## config.mk

```make
export PLATFORM = sky130hd
export DESIGN_NAME = rand_fetch_flat
export DESIGN_NICKNAME = d
export VERILOG_FILES = /design/src/rtl/rand_fetch_if.sv /design/src/rtl/rand_fetch.sv /design/src/flat_wrapper.sv
export SDC_FILE = /design/constraint.sdc
export NUM_CORES = 1
export LEC_CHECK = 0
export CORE_MARGIN = 1
export CORE_UTILIZATION = 31
export CTS_CLUSTER_DIAMETER = 30
export DETAILED_ROUTE_END_ITERATION = 7
export MAX_ROUTING_LAYER = met4
export RECOVER_POWER = 50
export SLEW_MARGIN = 20
export SYNTH_ARGS = -nofsm -noshare
export SYNTH_HDL_FRONTEND = slang
export SYNTH_SLANG_ARGS = --single-unit
```

## constraint.sdc

```tcl
create_clock -name clk -period 2.5 [get_ports clk]
set_input_delay 0.5 -clock clk [delete_from_list [all_inputs] [get_ports clk]]
set_output_delay 0.5 -clock clk [all_outputs]
set_load 0.02 [all_outputs]
```

## src/rtl/rand_fetch_if.sv

```systemverilog
// Bundle of the generator request handshake and the downstream valid/ready
// stream used by rand_fetch. The master side is the fetch controller.
interface rand_fetch_if #(
    parameter int unsigned WIDTH = 8
);
    // Generator controller side
    logic             gen_start;
    logic             gen_done;
    logic [WIDTH-1:0] gen_data;

    // Consumer side
    logic             out_valid;
    logic             out_ready;
    logic [WIDTH-1:0] out_data;

    modport master (
        output gen_start,
        input  gen_done,
        input  gen_data,
        output out_valid,
        input  out_ready,
        output out_data
    );

    modport slave (
        input  gen_start,
        output gen_done,
        output gen_data,
        input  out_valid,
        output out_ready,
        input  out_data
    );
endinterface

```

## src/rtl/rand_fetch.sv

```systemverilog
// Requester for the LFSR generator: issues start pulses, waits for done,
// captures each word into a small prefetch FIFO and streams it out over
// valid/ready. A watchdog abandons a request that never answers, sets a
// sticky error flag and lets the FSM retry from IDLE.
module rand_fetch #(
    parameter int unsigned WIDTH   = 8,
    parameter int unsigned DEPTH   = 4,
    parameter int unsigned TIMEOUT = 16
) (
    input  logic                    clk,
    input  logic                    rst,
    input  logic                    en,
    rand_fetch_if.master            bus,
    output logic [$clog2(DEPTH):0]  count,
    output logic                    err
);

    localparam int unsigned PtrW = $clog2(DEPTH);
    localparam int unsigned CntW = PtrW + 1;
    localparam int unsigned TmrW = $clog2(TIMEOUT);

    localparam logic [CntW-1:0] Full    = CntW'(DEPTH);
    localparam logic [TmrW-1:0] TmrLast = TmrW'(TIMEOUT - 1);

    typedef enum logic [1:0] {
        StIdle,
        StReq,
        StWait
    } state_e;

    state_e            state_q, state_d;
    logic [TmrW-1:0]   timer_q, timer_d;
    logic              err_q, err_d;

    logic [WIDTH-1:0]  mem_q [DEPTH];
    logic [PtrW-1:0]   wr_ptr_q, rd_ptr_q;
    logic [CntW-1:0]   count_q, count_d;

    logic              push;
    logic              pop;
    logic              not_empty;
    logic              has_room;

    assign not_empty = (count_q != '0);
    assign has_room  = (count_q < Full);

    // A push only ever comes from WAIT; a pop needs a held word and a ready consumer.
    assign pop = not_empty && bus.out_ready;

    //------------------------------------------------------------------
    // Request FSM
    //------------------------------------------------------------------

    // State, watchdog timer and sticky error flag.
    always_ff @(posedge clk) begin
        if (rst) begin
            state_q <= StIdle;
            timer_q <= '0;
            err_q   <= 1'b0;
        end else begin
            state_q <= state_d;
            timer_q <= timer_d;
            err_q   <= err_d;
        end
    end

    // Next state: one request in flight at most, new requests only from IDLE.
    always_comb begin
        state_d = state_q;
        timer_d = timer_q;
        err_d   = err_q;
        push    = 1'b0;

        case (state_q)
            StIdle: begin
                // Room is checked here, so the capture in WAIT can never overflow.
                if (en && has_room) begin
                    state_d = StReq;
                end
            end

            StReq: begin
                state_d = StWait;
            end

            StWait: begin
                if (bus.gen_done) begin
                    push    = 1'b1;
                    timer_d = '0;
                    state_d = StIdle;
                end else if (timer_q == TmrLast) begin
                    // Generator never answered: flag it and retry from IDLE.
                    err_d   = 1'b1;
                    timer_d = '0;
                    state_d = StIdle;
                end else begin
                    timer_d = timer_q + 1'b1;
                end
            end

            default: begin
                state_d = StIdle;
                timer_d = '0;
            end
        endcase
    end

    // Start pulse is a pure decode of registered state, so it is glitch-free.
    assign bus.gen_start = (state_q == StReq);

    //------------------------------------------------------------------
    // Prefetch FIFO
    //------------------------------------------------------------------

    // Occupancy: simultaneous push and pop leave it unchanged.
    always_comb begin
        count_d = count_q;
        case ({push, pop})
            2'b10:   count_d = count_q + 1'b1;
            2'b01:   count_d = count_q - 1'b1;
            default: count_d = count_q;
        endcase
    end

    // Storage and pointers; pointers wrap naturally since DEPTH is a power of two.
    always_ff @(posedge clk) begin
        if (rst) begin
            for (int unsigned i = 0; i < DEPTH; i++) begin
                mem_q[i] <= '0;
            end
            wr_ptr_q <= '0;
            rd_ptr_q <= '0;
            count_q  <= '0;
        end else begin
            if (push) begin
                mem_q[wr_ptr_q] <= bus.gen_data;
                wr_ptr_q        <= wr_ptr_q + 1'b1;
            end
            if (pop) begin
                rd_ptr_q <= rd_ptr_q + 1'b1;
            end
            count_q <= count_d;
        end
    end

    // Head word is read straight from storage; a fresh push shows up a cycle later.
    assign bus.out_valid = not_empty;
    assign bus.out_data  = mem_q[rd_ptr_q];
    assign count         = count_q;
    assign err           = err_q;

    //------------------------------------------------------------------
    // Structural invariants
    //------------------------------------------------------------------
`ifndef SYNTHESIS
    // A capture always has room because requests are gated on occupancy.
    a_no_overflow: assert property (@(posedge clk) disable iff (rst)
        push |-> has_room);

    a_count_bound: assert property (@(posedge clk) disable iff (rst)
        count_q <= Full);

    a_start_single: assert property (@(posedge clk) disable iff (rst)
        bus.gen_start |=> !bus.gen_start);

    a_timer_bound: assert property (@(posedge clk) disable iff (rst)
        timer_q <= TmrLast);
`endif

endmodule

```

## src/flat_wrapper.sv

```systemverilog
// flat-port wrapper written by rule: the top's interface ports become plain ports
module rand_fetch_flat 
#(
    parameter int unsigned WIDTH   = 8,
    parameter int unsigned DEPTH   = 4,
    parameter int unsigned TIMEOUT = 16
)
  (clk, rst, en, count, err, bus_gen_start, bus_gen_done, bus_gen_data, bus_out_valid, bus_out_ready, bus_out_data);
  rand_fetch_if #(.WIDTH(WIDTH)) bus_i ();
  input  logic clk;
  input  logic rst;
  input  logic en;
  output logic [$clog2(DEPTH):0] count;
  output logic err;
  output wire logic [$bits(bus_i.gen_start)-1:0] bus_gen_start;
  input wire logic [$bits(bus_i.gen_done)-1:0] bus_gen_done;
  input wire logic [$bits(bus_i.gen_data)-1:0] bus_gen_data;
  output wire logic [$bits(bus_i.out_valid)-1:0] bus_out_valid;
  input wire logic [$bits(bus_i.out_ready)-1:0] bus_out_ready;
  output wire logic [$bits(bus_i.out_data)-1:0] bus_out_data;
  assign bus_gen_start = bus_i.gen_start;
  assign bus_i.gen_done = bus_gen_done;
  assign bus_i.gen_data = bus_gen_data;
  assign bus_out_valid = bus_i.out_valid;
  assign bus_i.out_ready = bus_out_ready;
  assign bus_out_data = bus_i.out_data;
  rand_fetch #(.WIDTH(WIDTH), .DEPTH(DEPTH), .TIMEOUT(TIMEOUT)) u_core (.clk(clk), .rst(rst), .en(en), .bus(bus_i), .count(count), .err(err));
endmodule
```

==> impl_metrics.env <==
export IMPL_antenna_found_initial=0
export IMPL_total_power_mw=1.70
export IMPL_holdWs_ps=487
export IMPL_worst_slack_ps=101
export IMPL_cp_arrival_ps=1900
export IMPL_grt_pass1_vias=1320
export IMPL_async_flop_share_pct=0
export IMPL_yosysWarningCount=0
export IMPL_die_area_sq_um=7270
export IMPL_cts_resized=0
export IMPL_synth_edf_count=32
export IMPL_synth_fp_nets=174
export IMPL_hp_class="register to register"
export IMPL_cts_inserted_buffers=5
export IMPL_synth_area_leaders="edfxtp_1, dfxtp_1, and2_1, mux4_2, nor2_1"
export IMPL_wire_per_inst_um=14.4
export IMPL_critical_path_required_ps=2000
export IMPL_yosysUniqueCellTypes=43
export IMPL_coreArea_sq_um=6530
export IMPL_status="finished, final reports clean"
export IMPL_pin_count=27
export IMPL_p_per_area_nw_per_um2=650
export IMPL_track_usage_pct=12.1
export IMPL_rsz0062_at_grt="no"
export IMPL_dp_slack_ps=36.7
export IMPL_die_y_um=85.2
export IMPL_tns_ps=0
export IMPL_io_buffers=26
export IMPL_hold_end="u_core.err$_SDFFE_PP0P_"
export IMPL_r2r_worst_path_cells=7
export IMPL_grt_ovfl_total=0
export IMPL_wirelength_um=3820
export IMPL_cp_end_kind="primary output"
export IMPL_ctsHtreeMaxLevel=2
export IMPL_ys_seq_area_share_pct=59.6
export IMPL_drc=0
export IMPL_instances_no_fill=266
export IMPL_hpwl_um=2580
export IMPL_crit_type="register to primary output"
export IMPL_post_route_period_util_pct=96.0
export IMPL_max_freq_ghz=0.417
export IMPL_synthCells=158
export IMPL_gp_congestion=0.741
export IMPL_post_cts_buffers=0
export IMPL_die_w_um=85.2
export IMPL_clkLatencyLatePin_ps=290
export IMPL_place_inst=259
export IMPL_setup_viol=0
export IMPL_r2r_start="u_core.state_q[0]$_SDFFE_PP0P_"
export IMPL_worstPathMaxFanout=8
export IMPL_clockBufferDepth=2
export IMPL_finalMaxSlewViolations=0
export IMPL_grt_first_pass_wirelength_um=6390
export IMPL_cts_sinks=48
export IMPL_vias=1278
export IMPL_rr_endpoint="u_core.count[2]$_SDFFE_PP0P_"
export IMPL_nFillCells=633
export IMPL_antenna_left=0
export IMPL_relSlewSlack_pct=46.1
export IMPL_row_count=29
export IMPL_fin_nets=205
export IMPL_synth_top_area_cell="edfxtp_1"
export IMPL_syn_avg_cell_area_sq_um=13.6
export IMPL_worstHoldPathCells=2
export IMPL_synth_flop_cell="edfxtp_1"
export IMPL_fin_skew_ps=7.41
export IMPL_leakagePower_nw=0.920
export IMPL_antennaDiodeCount=0
export IMPL_placed_cell_area_sq_um=2510
export IMPL_syn2layout_area_growth_pct=21.8
export IMPL_design_area_sq_um=2620
export IMPL_peakVddDrop_uv=259
export IMPL_period_needed_ps=2400
export IMPL_drtIter0Drc=29
export IMPL_viasPerCell=4.80
export IMPL_tightest_slew_ps=809
export IMPL_grt_max_degree=20
export IMPL_ys_ff_latch=48
export IMPL_synth_top_area_share_pct=44.7
export IMPL_clk_pin_slew_ps=80
export IMPL_syn_area_sq_um=2150
export IMPL_cts_root_buf="clkbuf_8"
export IMPL_cts_tree="yes"
export IMPL_maxCapViolations=0
export IMPL_postCtsHoldBufs=0
export IMPL_hold_start="u_core.err$_SDFFE_PP0P_"
export IMPL_layout_drive_gt1_share_pct=11.6
export IMPL_fin_util_pct=40.1
export IMPL_worst_r2r_setup_slack_ps=530
export IMPL_hold_viol=0
export IMPL_drt_pass1_iter_count=4
export IMPL_critPathLaunchType="register"
export IMPL_initial_utilization_pct=32.9
==> sequential cells by signal (all words and copies together) (netlist names), named ones only <==
| name | flops |
|---|---|
| u_core.err | 1 |
| u_core.wr_ptr_q | 2 |
| u_core.state_q | 2 |
| u_core.mem_q | 32 |
| u_core.timer_q | 4 |
| u_core.rd_ptr_q | 2 |
| u_core.count | 3 |
==> where the power goes <==
group	internal (mW)	switching, mW
logic	0.0890	0.0853
clock network	0.394	0.245
registers	0.872	0.0162
total	1.35	0.346
==> per-layer routing <==
layer / up-vias / track usage (%) / wire length, um / part of all wire [%]
met3: 8 / 2.82 / 139 / 3.6
met2: 29 / 19.6 / 1820 / 48
li1: 633 / - / - / -
met1: 608 / 14.8 / 1810 / 47
met4: 0 / 4.16 / 48 / 1.3
met5: - / - / 0 / 0
==> placed cells by master, fill, tap and decap left out, types with 2 or more instances in the layout <==
| master | count |
|---|---|
| ha_1 | 2 |
| xor2_1 | 4 |
| clkbuf_8 | 5 |
| a21oi_1 | 3 |
| dfxtp_1 | 16 |
| clkdlybuf4s50_1 | 23 |
| clkbuf_1 | 3 |
| and2_0 | 4 |
| or3_1 | 2 |
| bufinv_16 | 2 |
| mux4_2 | 8 |
| buf_4 | 2 |
| dlygate4sd3_1 | 3 |
| inv_1 | 5 |
| and2_1 | 29 |
| xnor2_1 | 2 |
| a41o_1 | 2 |
| edfxtp_1 | 32 |
| nor2_1 | 14 |
| nand3_1 | 2 |
==> final cells by class <==
cell class	instances	area [sq um]	share of cell area [%]
Tap cell	77	96.3	3.68
Clock buffer	5	68.8	2.63
Multi-Input combinational cell	97	800	30.6
Inverter	5	18.8	0.717
Timing Repair Buffer	32	292	11.1
Sequential cell	48	1280	49.0
Clock inverter	2	60.1	2.30
==> cells by family after synthesis <==
kind of cell	after synthesis	share of synthesized area, %
compound gates	14	4.83
xor+xnor	6	2.45
fa+ha+maj	3	2.10
buf+inv	13	2.91
flops	48	59.6
mux	9	8.85
simple gates	65	19.2
==> worst max-delay path, stage by stage (launching register included) <==
cell and delay [ps]:
dfxtp_1 310, buf_4 210, mux4_2 540, clkdlybuf4s50_1 550
==> cell usage after synthesis, types with 3 or more instances <==
cell,instances
and2_1,33
edfxtp_1,32
dfxtp_1,16
nor2_1,14
mux4_2,8
inv_1,5
xor2_1,4
a21oi_1,3
==> worst max path at each step <==
| stage | startpoint | endpoint | cells after the start |
|---|---|---|---|
| 2_1_floorplan | bus_gen_done | u_core.count[2]$_SDFFE_PP0P_ | 8 |
| 3_3_place_gp | bus_out_ready | u_core.count[2]$_SDFFE_PP0P_ | 8 |
| 3_5_place_dp | bus_out_ready | u_core.count[2]$_SDFFE_PP0P_ | 8 |
| 4_1_cts | register | bus_out_data[1] | 3 |
| 5_1_grt | register | bus_out_data[1] | 3 |
| 6_report | register | bus_out_data[1] | 3 |
Note: power is estimated with default switching activity, not from simulation.
